==> src/rtl/rv32_mc_ctrl_if.sv <==
// Control/memory handshake bundle between the multi-cycle control FSM
// (master) and the shared datapath plus instruction/data memory ports (slave).
interface rv32_mc_ctrl_if;
  // Instruction memory port
  logic        imem_req;
  logic        imem_ready;
  // Datapath status
  logic [31:0] ir;
  logic        br_taken;
  // Data memory port
  logic        dmem_req;
  logic        dmem_we;
  logic        dmem_ready;
  // Datapath enables and mux selects
  logic        ir_we;
  logic        pc_we;
  logic [1:0]  pc_sel;
  logic        alu_a_sel;
  logic        alu_b_sel;
  logic        rf_we;
  logic [1:0]  wb_sel;
  // Status
  logic        retire;
  logic        trap;

  modport master (
    output imem_req,
    input  imem_ready,
    input  ir,
    input  br_taken,
    output dmem_req,
    output dmem_we,
    input  dmem_ready,
    output ir_we,
    output pc_we,
    output pc_sel,
    output alu_a_sel,
    output alu_b_sel,
    output rf_we,
    output wb_sel,
    output retire,
    output trap
  );

  modport slave (
    input  imem_req,
    output imem_ready,
    output ir,
    output br_taken,
    input  dmem_req,
    input  dmem_we,
    output dmem_ready,
    input  ir_we,
    input  pc_we,
    input  pc_sel,
    input  alu_a_sel,
    input  alu_b_sel,
    input  rf_we,
    input  wb_sel,
    input  retire,
    input  trap
  );
endinterface

==> src/rtl/rv32_mc_ctrl.sv <==
// Multi-cycle RV32I control FSM: FETCH -> DECODE -> EXEC -> (MEM) -> (WB).
// One instruction in flight; all datapath enables and mux selects come from
// the registered state and the opcode/funct3 fields of the latched IR.
// Illegal encodings park the FSM in HALT with a sticky trap until reset.
module rv32_mc_ctrl (
  input  logic           clk,
  input  logic           rst_n,
  rv32_mc_ctrl_if.master bus
);

  // RV32I major opcodes
  localparam logic [6:0] OPC_LUI    = 7'b0110111;
  localparam logic [6:0] OPC_AUIPC  = 7'b0010111;
  localparam logic [6:0] OPC_JAL    = 7'b1101111;
  localparam logic [6:0] OPC_JALR   = 7'b1100111;
  localparam logic [6:0] OPC_BRANCH = 7'b1100011;
  localparam logic [6:0] OPC_LOAD   = 7'b0000011;
  localparam logic [6:0] OPC_STORE  = 7'b0100011;
  localparam logic [6:0] OPC_OPIMM  = 7'b0010011;
  localparam logic [6:0] OPC_OP     = 7'b0110011;
  localparam logic [6:0] OPC_MISC   = 7'b0001111;

  // PC source selects
  localparam logic [1:0] PC_PLUS4   = 2'd0;
  localparam logic [1:0] PC_ALU     = 2'd1;
  localparam logic [1:0] PC_ALU_JR  = 2'd2;

  // Write-back source selects
  localparam logic [1:0] WB_ALU     = 2'd0;
  localparam logic [1:0] WB_LOAD    = 2'd1;
  localparam logic [1:0] WB_PC4     = 2'd2;

  typedef enum logic [2:0] {
    ST_FETCH  = 3'd0,
    ST_DECODE = 3'd1,
    ST_EXEC   = 3'd2,
    ST_MEM    = 3'd3,
    ST_WB     = 3'd4,
    ST_HALT   = 3'd5
  } state_e;

  // Instruction classes that share one sequencing path through the FSM
  typedef enum logic [2:0] {
    CL_ALU     = 3'd0,  // OP, OP-IMM, LUI, AUIPC
    CL_JAL     = 3'd1,
    CL_JALR    = 3'd2,
    CL_BRANCH  = 3'd3,
    CL_LOAD    = 3'd4,
    CL_STORE   = 3'd5,
    CL_FENCE   = 3'd6,
    CL_ILLEGAL = 3'd7
  } iclass_e;

  // Map opcode/funct3 to a sequencing class; anything outside RV32I
  // (including SYSTEM and compressed encodings) is illegal.
  function automatic iclass_e classify(input logic [6:0] opcode,
                                       input logic [2:0] funct3);
    iclass_e cls;
    cls = CL_ILLEGAL;
    case (opcode)
      OPC_LUI, OPC_AUIPC, OPC_OPIMM, OPC_OP: cls = CL_ALU;
      OPC_JAL:    cls = CL_JAL;
      OPC_JALR:   cls = (funct3 == 3'b000) ? CL_JALR : CL_ILLEGAL;
      OPC_BRANCH: cls = ((funct3 == 3'b010) || (funct3 == 3'b011)) ? CL_ILLEGAL : CL_BRANCH;
      OPC_LOAD:   cls = ((funct3 == 3'b011) || (funct3 >= 3'b110)) ? CL_ILLEGAL : CL_LOAD;
      OPC_STORE:  cls = (funct3 >= 3'b011) ? CL_ILLEGAL : CL_STORE;
      OPC_MISC:   cls = CL_FENCE;
      default:    cls = CL_ILLEGAL;
    endcase
    return cls;
  endfunction

  state_e     state_q;
  state_e     state_d;
  iclass_e    cls_s;
  logic [6:0] opcode_s;
  logic [2:0] funct3_s;
  logic       use_pc_a_s;
  logic       use_rs2_b_s;

  logic       imem_req_s;
  logic       ir_we_s;
  logic       dmem_req_s;
  logic       dmem_we_s;
  logic       pc_we_s;
  logic [1:0] pc_sel_s;
  logic       alu_a_sel_s;
  logic       alu_b_sel_s;
  logic       rf_we_s;
  logic [1:0] wb_sel_s;
  logic       retire_s;
  logic       trap_s;

  assign opcode_s    = bus.ir[6:0];
  assign funct3_s    = bus.ir[14:12];
  assign cls_s       = classify(opcode_s, funct3_s);
  // Operand A is the PC for PC-relative targets, operand B is rs2 only for
  // register-register ALU ops and branch compares.
  assign use_pc_a_s  = (opcode_s == OPC_AUIPC) || (opcode_s == OPC_JAL) ||
                       (opcode_s == OPC_BRANCH);
  assign use_rs2_b_s = (opcode_s == OPC_OP) || (opcode_s == OPC_BRANCH);

  // State register; reset lands directly in FETCH
  always_ff @(posedge clk or negedge rst_n) begin
    if (!rst_n) begin
      state_q <= ST_FETCH;
    end else begin
      state_q <= state_d;
    end
  end

  // Next-state and per-state control decode
  always_comb begin
    state_d     = state_q;
    imem_req_s  = 1'b0;
    ir_we_s     = 1'b0;
    dmem_req_s  = 1'b0;
    dmem_we_s   = 1'b0;
    pc_we_s     = 1'b0;
    pc_sel_s    = PC_PLUS4;
    alu_a_sel_s = 1'b0;
    alu_b_sel_s = 1'b0;
    rf_we_s     = 1'b0;
    wb_sel_s    = WB_ALU;
    retire_s    = 1'b0;
    trap_s      = 1'b0;

    case (state_q)
      ST_FETCH: begin
        // The state register already sits in FETCH while reset is held;
        // keep the request quiet until reset is released.
        if (rst_n) begin
          imem_req_s = 1'b1;
          if (bus.imem_ready) begin
            ir_we_s = 1'b1;
            state_d = ST_DECODE;
          end else begin
            state_d = ST_FETCH;
          end
        end else begin
          state_d = ST_FETCH;
        end
      end

      ST_DECODE: begin
        if (cls_s == CL_ILLEGAL) begin
          state_d = ST_HALT;
        end else begin
          state_d = ST_EXEC;
        end
      end

      ST_EXEC: begin
        alu_a_sel_s = use_pc_a_s;
        alu_b_sel_s = !use_rs2_b_s;
        case (cls_s)
          CL_BRANCH: begin
            pc_we_s  = 1'b1;
            pc_sel_s = bus.br_taken ? PC_ALU : PC_PLUS4;
            retire_s = 1'b1;
            state_d  = ST_FETCH;
          end
          CL_FENCE: begin
            pc_we_s  = 1'b1;
            pc_sel_s = PC_PLUS4;
            retire_s = 1'b1;
            state_d  = ST_FETCH;
          end
          CL_LOAD, CL_STORE: state_d = ST_MEM;
          CL_ALU, CL_JAL, CL_JALR: state_d = ST_WB;
          default: state_d = ST_HALT;
        endcase
      end

      ST_MEM: begin
        dmem_req_s = 1'b1;
        dmem_we_s  = (cls_s == CL_STORE);
        if (bus.dmem_ready) begin
          if (cls_s == CL_STORE) begin
            // A store has nothing to write back and completes here
            pc_we_s  = 1'b1;
            pc_sel_s = PC_PLUS4;
            retire_s = 1'b1;
            state_d  = ST_FETCH;
          end else begin
            state_d  = ST_WB;
          end
        end else begin
          state_d = ST_MEM;
        end
      end

      ST_WB: begin
        rf_we_s  = 1'b1;
        pc_we_s  = 1'b1;
        retire_s = 1'b1;
        state_d  = ST_FETCH;
        case (cls_s)
          CL_LOAD: begin
            wb_sel_s = WB_LOAD;
            pc_sel_s = PC_PLUS4;
          end
          CL_JAL: begin
            wb_sel_s = WB_PC4;
            pc_sel_s = PC_ALU;
          end
          CL_JALR: begin
            wb_sel_s = WB_PC4;
            pc_sel_s = PC_ALU_JR;
          end
          default: begin
            wb_sel_s = WB_ALU;
            pc_sel_s = PC_PLUS4;
          end
        endcase
      end

      ST_HALT: begin
        // Absorbing until reset; every control stays low except trap
        trap_s  = 1'b1;
        state_d = ST_HALT;
      end

      default: begin
        trap_s  = 1'b1;
        state_d = ST_HALT;
      end
    endcase
  end

  assign bus.imem_req  = imem_req_s;
  assign bus.ir_we     = ir_we_s;
  assign bus.dmem_req  = dmem_req_s;
  assign bus.dmem_we   = dmem_we_s;
  assign bus.pc_we     = pc_we_s;
  assign bus.pc_sel    = pc_sel_s;
  assign bus.alu_a_sel = alu_a_sel_s;
  assign bus.alu_b_sel = alu_b_sel_s;
  assign bus.rf_we     = rf_we_s;
  assign bus.wb_sel    = wb_sel_s;
  assign bus.retire    = retire_s;
  assign bus.trap      = trap_s;

endmodule

==> src/flat_wrapper.sv <==
// flat-port wrapper written by rule: the top's interface ports become plain ports
module rv32_mc_ctrl_flat 
  (clk, rst_n, bus_imem_req, bus_imem_ready, bus_ir, bus_br_taken, bus_dmem_req, bus_dmem_we, bus_dmem_ready, bus_ir_we, bus_pc_we, bus_pc_sel, bus_alu_a_sel, bus_alu_b_sel, bus_rf_we, bus_wb_sel, bus_retire, bus_trap);
  rv32_mc_ctrl_if bus_i ();
  input  logic clk;
  input  logic rst_n;
  output wire logic [$bits(bus_i.imem_req)-1:0] bus_imem_req;
  input wire logic [$bits(bus_i.imem_ready)-1:0] bus_imem_ready;
  input wire logic [$bits(bus_i.ir)-1:0] bus_ir;
  input wire logic [$bits(bus_i.br_taken)-1:0] bus_br_taken;
  output wire logic [$bits(bus_i.dmem_req)-1:0] bus_dmem_req;
  output wire logic [$bits(bus_i.dmem_we)-1:0] bus_dmem_we;
  input wire logic [$bits(bus_i.dmem_ready)-1:0] bus_dmem_ready;
  output wire logic [$bits(bus_i.ir_we)-1:0] bus_ir_we;
  output wire logic [$bits(bus_i.pc_we)-1:0] bus_pc_we;
  output wire logic [$bits(bus_i.pc_sel)-1:0] bus_pc_sel;
  output wire logic [$bits(bus_i.alu_a_sel)-1:0] bus_alu_a_sel;
  output wire logic [$bits(bus_i.alu_b_sel)-1:0] bus_alu_b_sel;
  output wire logic [$bits(bus_i.rf_we)-1:0] bus_rf_we;
  output wire logic [$bits(bus_i.wb_sel)-1:0] bus_wb_sel;
  output wire logic [$bits(bus_i.retire)-1:0] bus_retire;
  output wire logic [$bits(bus_i.trap)-1:0] bus_trap;
  assign bus_imem_req = bus_i.imem_req;
  assign bus_i.imem_ready = bus_imem_ready;
  assign bus_i.ir = bus_ir;
  assign bus_i.br_taken = bus_br_taken;
  assign bus_dmem_req = bus_i.dmem_req;
  assign bus_dmem_we = bus_i.dmem_we;
  assign bus_i.dmem_ready = bus_dmem_ready;
  assign bus_ir_we = bus_i.ir_we;
  assign bus_pc_we = bus_i.pc_we;
  assign bus_pc_sel = bus_i.pc_sel;
  assign bus_alu_a_sel = bus_i.alu_a_sel;
  assign bus_alu_b_sel = bus_i.alu_b_sel;
  assign bus_rf_we = bus_i.rf_we;
  assign bus_wb_sel = bus_i.wb_sel;
  assign bus_retire = bus_i.retire;
  assign bus_trap = bus_i.trap;
  rv32_mc_ctrl u_core (.clk(clk), .rst_n(rst_n), .bus(bus_i));
endmodule
==> config.mk <==
export PLATFORM = sky130hd
export DESIGN_NAME = rv32_mc_ctrl_flat
export DESIGN_NICKNAME = d
export VERILOG_FILES = /design/src/rtl/rv32_mc_ctrl_if.sv /design/src/rtl/rv32_mc_ctrl.sv /design/src/flat_wrapper.sv
export SDC_FILE = /design/constraint.sdc
export NUM_CORES = 1
export LEC_CHECK = 0
export ABC_AREA = 1
export CAP_MARGIN = 40
export CORE_UTILIZATION = 34
export CTS_CLUSTER_DIAMETER = 30
export DETAILED_ROUTE_END_ITERATION = 10
export MAX_ROUTING_LAYER = met4
export PLACE_DENSITY_LB_ADDON = 0.12
export SYNTH_ARGS = -nofsm -noshare
export SYNTH_HDL_FRONTEND = slang
export SYNTH_SLANG_ARGS = --single-unit
==> constraint.sdc <==
create_clock -name clk -period 4.7 [get_ports clk]
set_clock_uncertainty 0.15 [all_clocks]
set_input_delay 1.41 -clock clk [delete_from_list [all_inputs] [get_ports clk]]
set_output_delay 1.41 -clock clk [all_outputs]
set_load 0.01 [all_outputs]
# Word-level counts from Yosys, hierarchy flattened
# Cells that the tools add are included.
[classes]
add_sub_neg = 0
mul = 0
div_mod_pow = 0
n_lt_le_gt_ge = 2
eq_ne = 23
shifts = 0
muxes = 33
bitwise_logic = 0
n_reduce_logical = 15
[op_table]
columns = ["operator", "n"]
rows = [
  ["$eq 7x6->1 const B", 3],
  ["$eq 7x7->1 const B", 3],
  ["$pmux 3 s7", 1],
  ["$eq 3x2->1 const B", 6],
  ["$mux 1", 17],
  ["$eq 3x3->1 const B", 5],
  ["$mux 3", 5],
  ["$pmux 3 s5", 1],
  ["$eq 7x5->1 const B", 2],
  ["$pmux 2 s2", 3],
  ["$logic_not 3->1", 3],
  ["$pmux 3 s3", 1],
  ["$mux 2", 4],
  ["$eq 7x2->1 const B", 1],
  ["$eq 7x4->1 const B", 1],
  ["$eq 3x1->1 const B", 2],
  ["$reduce_or 2->1", 3],
  ["$logic_or 1x1->1", 5],
  ["$reduce_or 5->1", 1],
  ["$reduce_or 4->1", 1],
  ["$ge 3x2->1 const B", 1],
  ["$ge 3x3->1 const B", 1],
  ["$pmux 1 s3", 1],
  ["$reduce_or 3->1", 1],
  ["$logic_not 1->1", 1],
]
[totals]
reg_bits = 3
latchBits = 0
ramBits = 0
romBits = 0
inputBits = 37
out_inout_bits = 14
wordCells = 74
mem_count = 0

# Logic depth before layout (Yosys ltp)
# Gate-level depths: netlist of run 1.
[depth]
word_depth = 8
depth_mapped = 13
mapped_depth_nobuf = 13

# Worst setup path before layout of run 1
# No wires, ideal clock.
[synth_path]
path_kind = "in2out"
start = "input bus_ir[4]"
end = "output bus_retire"
t_arrival_ns = 2.576
required_time_ns = 3.140
slack_ns = 0.564
path_stages = 11
n_path_buf = 1
path_cell_list = "nor3_1 > nand2_1 > nand2_1 > nor2_1 > nand2_2 > nand2_2 > nand2_2 > nand2_1 > nand3_1 > nand3_1 > buf_4"
[synth_via]
elab_chain_cells = 7
elab_cells_between_ends = 20
classes_between = "eq/ne: 13; mux: 5; reduce/logical: 2"
[synth_lines]
columns = ["element", "line_no", "source"]
rows = [
  ["start: declaration", "flat_wrapper.sv:9", "input wire logic [$bits(bus_i.ir)-1:0] bus_ir;"],
  ["$eq 7x6->1 or $eq 7x5->1 (tied branches)", "rv32_mc_ctrl.sv:60", "case (opcode)"],
  ["$reduce_or 4->1", "rv32_mc_ctrl.sv:60", ""],
  ["$pmux 3 s7 (*)", "rv32_mc_ctrl.sv:60", ""],
  ["$eq 3x3->1, or another cell as far along", "rv32_mc_ctrl.sv:179", "if (cls_s == CL_STORE) begin"],
  ["$mux 1 or $reduce_or 2->1 (tied branches)", "-", ""],
  ["$mux 1 (on tied branches)", "-", ""],
  ["$pmux 1 s3 (*)", "-", ""],
  ["end: declaration", "flat_wrapper.sv:21", "output wire logic [$bits(bus_i.retire)-1:0] bus_retire;"],
]
# Every way passes the cells marked *; elsewhere a longest branch is shown, timed or not.

# Worst setup path after layout of run 1
[layout_path]
start = "input bus_ir[3]"
end = "output bus_alu_a_sel"
[layout_via]
elab_chain_cells = 4
elab_cells_between_ends = 6
classes_between = "eq/ne: 3; mux: 1; reduce/logical: 2"
[layout_lines]
columns = ["element", "line_no", "source"]
rows = [
  ["$eq 7x5->1 or $eq 7x7->1 (tied branches)", "rv32_mc_ctrl.sv:99", "assign use_pc_a_s = (opcode_s == OPC_AUIPC) || (opcode_s == OPC_JAL) ||"],
  ["$logic_or 1x1->1", "rv32_mc_ctrl.sv:99", ""],
  ["$logic_or 1x1->1 (*)", "rv32_mc_ctrl.sv:99", ""],
  ["$mux 1 (*)", "rv32_mc_ctrl.sv:128", "case (state_q)"],
  ["end: declaration", "flat_wrapper.sv:17", "output wire logic [$bits(bus_i.alu_a_sel)-1:0] bus_alu_a_sel;"],
]
# Marks and branches as above.

==> results of run 1 <==
## worst max-delay path, cell delays in order
cell,delay (ns)
sky130_fd_sc_hd__dlygate4sd2_1,0.28
sky130_fd_sc_hd__inv_2,0.08
sky130_fd_sc_hd__nand2_1,0.10
sky130_fd_sc_hd__buf_4,0.15
sky130_fd_sc_hd__o41ai_1,0.30
sky130_fd_sc_hd__o21ai_0,0.12
sky130_fd_sc_hd__inv_1,0.08
sky130_fd_sc_hd__clkdlybuf4s50_1,0.53
## cell families (layout without fill, tap and decap cells)
logic type | count (synthesis) | in the layout
compound gates | 7 | 7
buf+inv | 20 | 75
flops | 3 | 3
simple gates | 88 | 88
## power by group through the flow
stage | clock network, uW | registers [uW] | logic [uW]
finish | 43.6 | 45.9 | 151
global route | 48.7 | 47.6 | 166
CTS | 44.6 | 45.7 | 153
detailed placement | 0 | 46.0 | 151
global placement | 0 | 45.2 | 146
floorplan | 0 | 43.9 | 79.2
## layout by cell type, fill, tap and decap left out, types with 4 or more instances in the layout
cell type,netlist,layout
sky130_fd_sc_hd__nor2_1,25,16
sky130_fd_sc_hd__nor2_4,1,6
sky130_fd_sc_hd__clkbuf_2,0,4
sky130_fd_sc_hd__buf_4,1,24
sky130_fd_sc_hd__nand2_1,28,23
sky130_fd_sc_hd__inv_1,17,16
sky130_fd_sc_hd__nor2_2,1,5
sky130_fd_sc_hd__nand3_1,16,10
sky130_fd_sc_hd__clkdlybuf4s50_1,0,14
sky130_fd_sc_hd__nand2_2,5,8
sky130_fd_sc_hd__nand3_2,1,6
sky130_fd_sc_hd__nor3_1,7,6
sky130_fd_sc_hd__dlygate4sd2_1,0,8
## layer usage
metal / share of wire, % / up-vias
li1: - / 491
met1: 41 / 418
met2: 54 / 21
met3: 3.2 / 2
met4: 0.98 / 0
met5: 0 / -
## per-stage QoR
| step | area (sq um) | util [%] | setup WS [ns] | cells |
|---|---|---|---|---|
| 2_1_floorplan | 599.3 | - | 0.5644 | 118 |
| 3_3_place_gp | 1035 | 65.63 | -0.4011 | 180 |
| 3_5_place_dp | 1035 | 65.63 | -0.4543 | 180 |
| 4_1_cts | 1177 | 74.68 | 0.01282 | 188 |
| 5_1_grt | 1176 | 74.60 | -0.008514 | 189 |
| 6_report | 1176 | 74.60 | 0.08304 | 189 |
## area by class of cell
type,instances,area [sq um]
inverters,19,71.32
fillers,134,400.4
well taps,16,20.02
flip-flops and latches,3,75.07
clock buffers,4,26.28
multi-input cells,95,558.0
repair buffers,52,425.4
## Yosys cell counts, drive strengths merged
library cell	number	area, sq um
nand3	17	90.09
nand2	34	147.6
a21oi	2	10.01
o41ai	1	8.760
inv	19	71.32
a211oi	1	7.510
nor3	7	35.03
o22ai	1	6.260
buf	1	7.510
nand4	3	18.77
o21ai	2	10.00
dfrtp	3	75.07
nor2	27	111.4
## how the worst min path moves through the flow
stage                                              to  slack (ns)  cells after the start
after floorplan           u_core.state_q[1]$_DFF_PN0_        0.44                      3
after global placement    u_core.state_q[1]$_DFF_PN0_        0.51                      3
after global routing      u_core.state_q[1]$_DFF_PN0_        0.59                      3
final                     u_core.state_q[1]$_DFF_PN0_        0.52                      3
after CTS                 u_core.state_q[1]$_DFF_PN0_        0.51                      3
after detailed placement  u_core.state_q[1]$_DFF_PN0_        0.50                      3
## what timing repair did
action	in CTS	in global routing
setup endpoints to repair	8	7
setup buffers	4	1
gates cloned	0	0
endpoints found under the hold margin	0	0
resized for setup	43	13
pin swaps	9	2
==> flow_summary.toml, run 1 <==
[logic_synthesis]
synth.avg_cell_area_sq_um = 5.079
post_synthesis_share_of_cell_area_spent_on_and_or_nand_and_nor_gates_pct = 67.22
synth-xor-area-share_pct = 0
syn_inst = 118
post_synthesis_cell_area_sq_um = 599.3
yosys.area_share.adder_pct = 0
synthesis.yosys.warnings = 0
synth_seq_area_share_pct = 12.53
ys_types = 20
share_of_synthesized_area_spent_on_multiplexers_pct = 0
synth_top_family_by_area = "simple AND/OR/NAND/NOR gates"
synth-compound-area-share_pct = 7.098
post_synthesis_net_count = 155
synth_seq_cells = 3

[outcome]
failed_checks = "DRC"
result_of_the_run = "finished with violations"

[power]
combinationalPowerShare_pct = 62.7
power.total_uw = 240.0
total_switching_power_uw = 101.8
power_leakage_uw = 0.0006152
power.density_nw_per_um2 = 204.0
cellInternalPower_uw = 138.2
power.clock.fraction_pct = 18.2
vdd_drop_max_mv = 0.1478
netSwitchingFraction_pct = 42.43
power.sequential.fraction_pct = 19.1

[floorplan]
dieWidth_um = 43.99
start_util_pct = 38.02
die_area_sq_um = 1935
fp.coreArea_sq_um = 1577
fp.dieH_um = 43.99
rows = 14
ios = 51

[sta]
worstMarginPinSlew_ns = 0.6038
timing_max_transition_violations_final = 0
fin_hold_ws_ns = 0.5198
final.min_clock_period_ns = 4.617
fmax_mhz = 216.6
timing.setup.tns_ns = 0
worst_rel_slew_slack_pct = 59.44
period_share_pct = 98.23
finalHoldViolCount = 0
report.final.setup_viol = 0

[clock_tree]
clock_tree.buffer_depth = 2
clk_transition_reported_paths_ns = 0.03
cts_tree = "done"
cts_htree_levels = 1
ctsRootBufferMaster = "sky130_fd_sc_hd__clkbuf_4"
cts.hold.buffers_added = 0
numCtsBuffers = 3
cts_sinks = 3
clock_insertion_delay_worst_skew_ns = 0.23

[global_routing]
via_count_of_the_first_global_routing_pass = 826
global_route.usage.met3_pct = 2.083
gr-max-usage-layer = "met2"
grt-ovfl-total = 0
grt_start_max_net_pins = 7
number_of_antenna_violations_at_the_first_check_in_global_routing = 0
globalRouteMet1Util_pct = 24.19
globalRouteMet2Util_pct = 41.19
track_usage_pct = 22.09
wire_length_of_the_first_global_routing_pass_um = 3208

[routing]
route.vias.total = 932
drt_pre_antenna_iters = 7
post_drt_wl_per_cell_um = 10.23
drt.antenna.violating_nets = 0
detail_route.iter0.violations = 23
vias_per_cell = 4.931
drt_drc_violations_left = 4
totalWireLength_um = 1934

[cells_and_area]
final_nets = 211
area_growth_syn_to_layout_pct = 96.24
reg_top3 = "u_core.state_q x3"
antenna_cells_inserted = 0
registers.top_by_ff_count = "u_core.state_q"
post_route_cells_drive_above_1_share_pct = 37.57
largest_reg_flops = 3

[placed_design]
detailed_place_hpwl_um = 1503
io_buffers = 28
placer_congestion_estimate = 0.8432

[flow_run]
cap_violations = 0

[setup_path]
critPathKind = "in -> out"
end_kind = "primary output"
r2r_slack_ns = 3.26
crit-reg2reg-launch = "u_core.state_q[2]$_DFF_PN0_"
crit_path_start = "bus_ir[3]"
rr_endpoint = "u_core.state_q[0]$_DFF_PN0_"
crit_arrival_ns = 3.06
startpoint_type = "input pin"
cp_max_fo = 4
critPathRequiredTime_ns = 3.14
worst_r2r_path_depth = 5
critPathCapture = "bus_alu_a_sel"

[min_path]
holdCritPathClass = "reg -> reg"
min-delay-start = "u_core.state_q[1]$_DFF_PN0_"
(Power assumes the default switching activity.)
==> run 2, diff against run 1 <==
--- a/config.mk
+++ b/config.mk
@@ -10,6 +10,7 @@
 export CORE_UTILIZATION = 34
 export CTS_CLUSTER_DIAMETER = 30
 export DETAILED_ROUTE_END_ITERATION = 10
+export GPL_TIMING_DRIVEN = 1
 export MAX_ROUTING_LAYER = met4
 export PLACE_DENSITY_LB_ADDON = 0.12
 export SYNTH_ARGS = -nofsm -noshare
==> results of run 2 <==
Same layout as run 1: the final DEF is identical, and so are final timing and power.
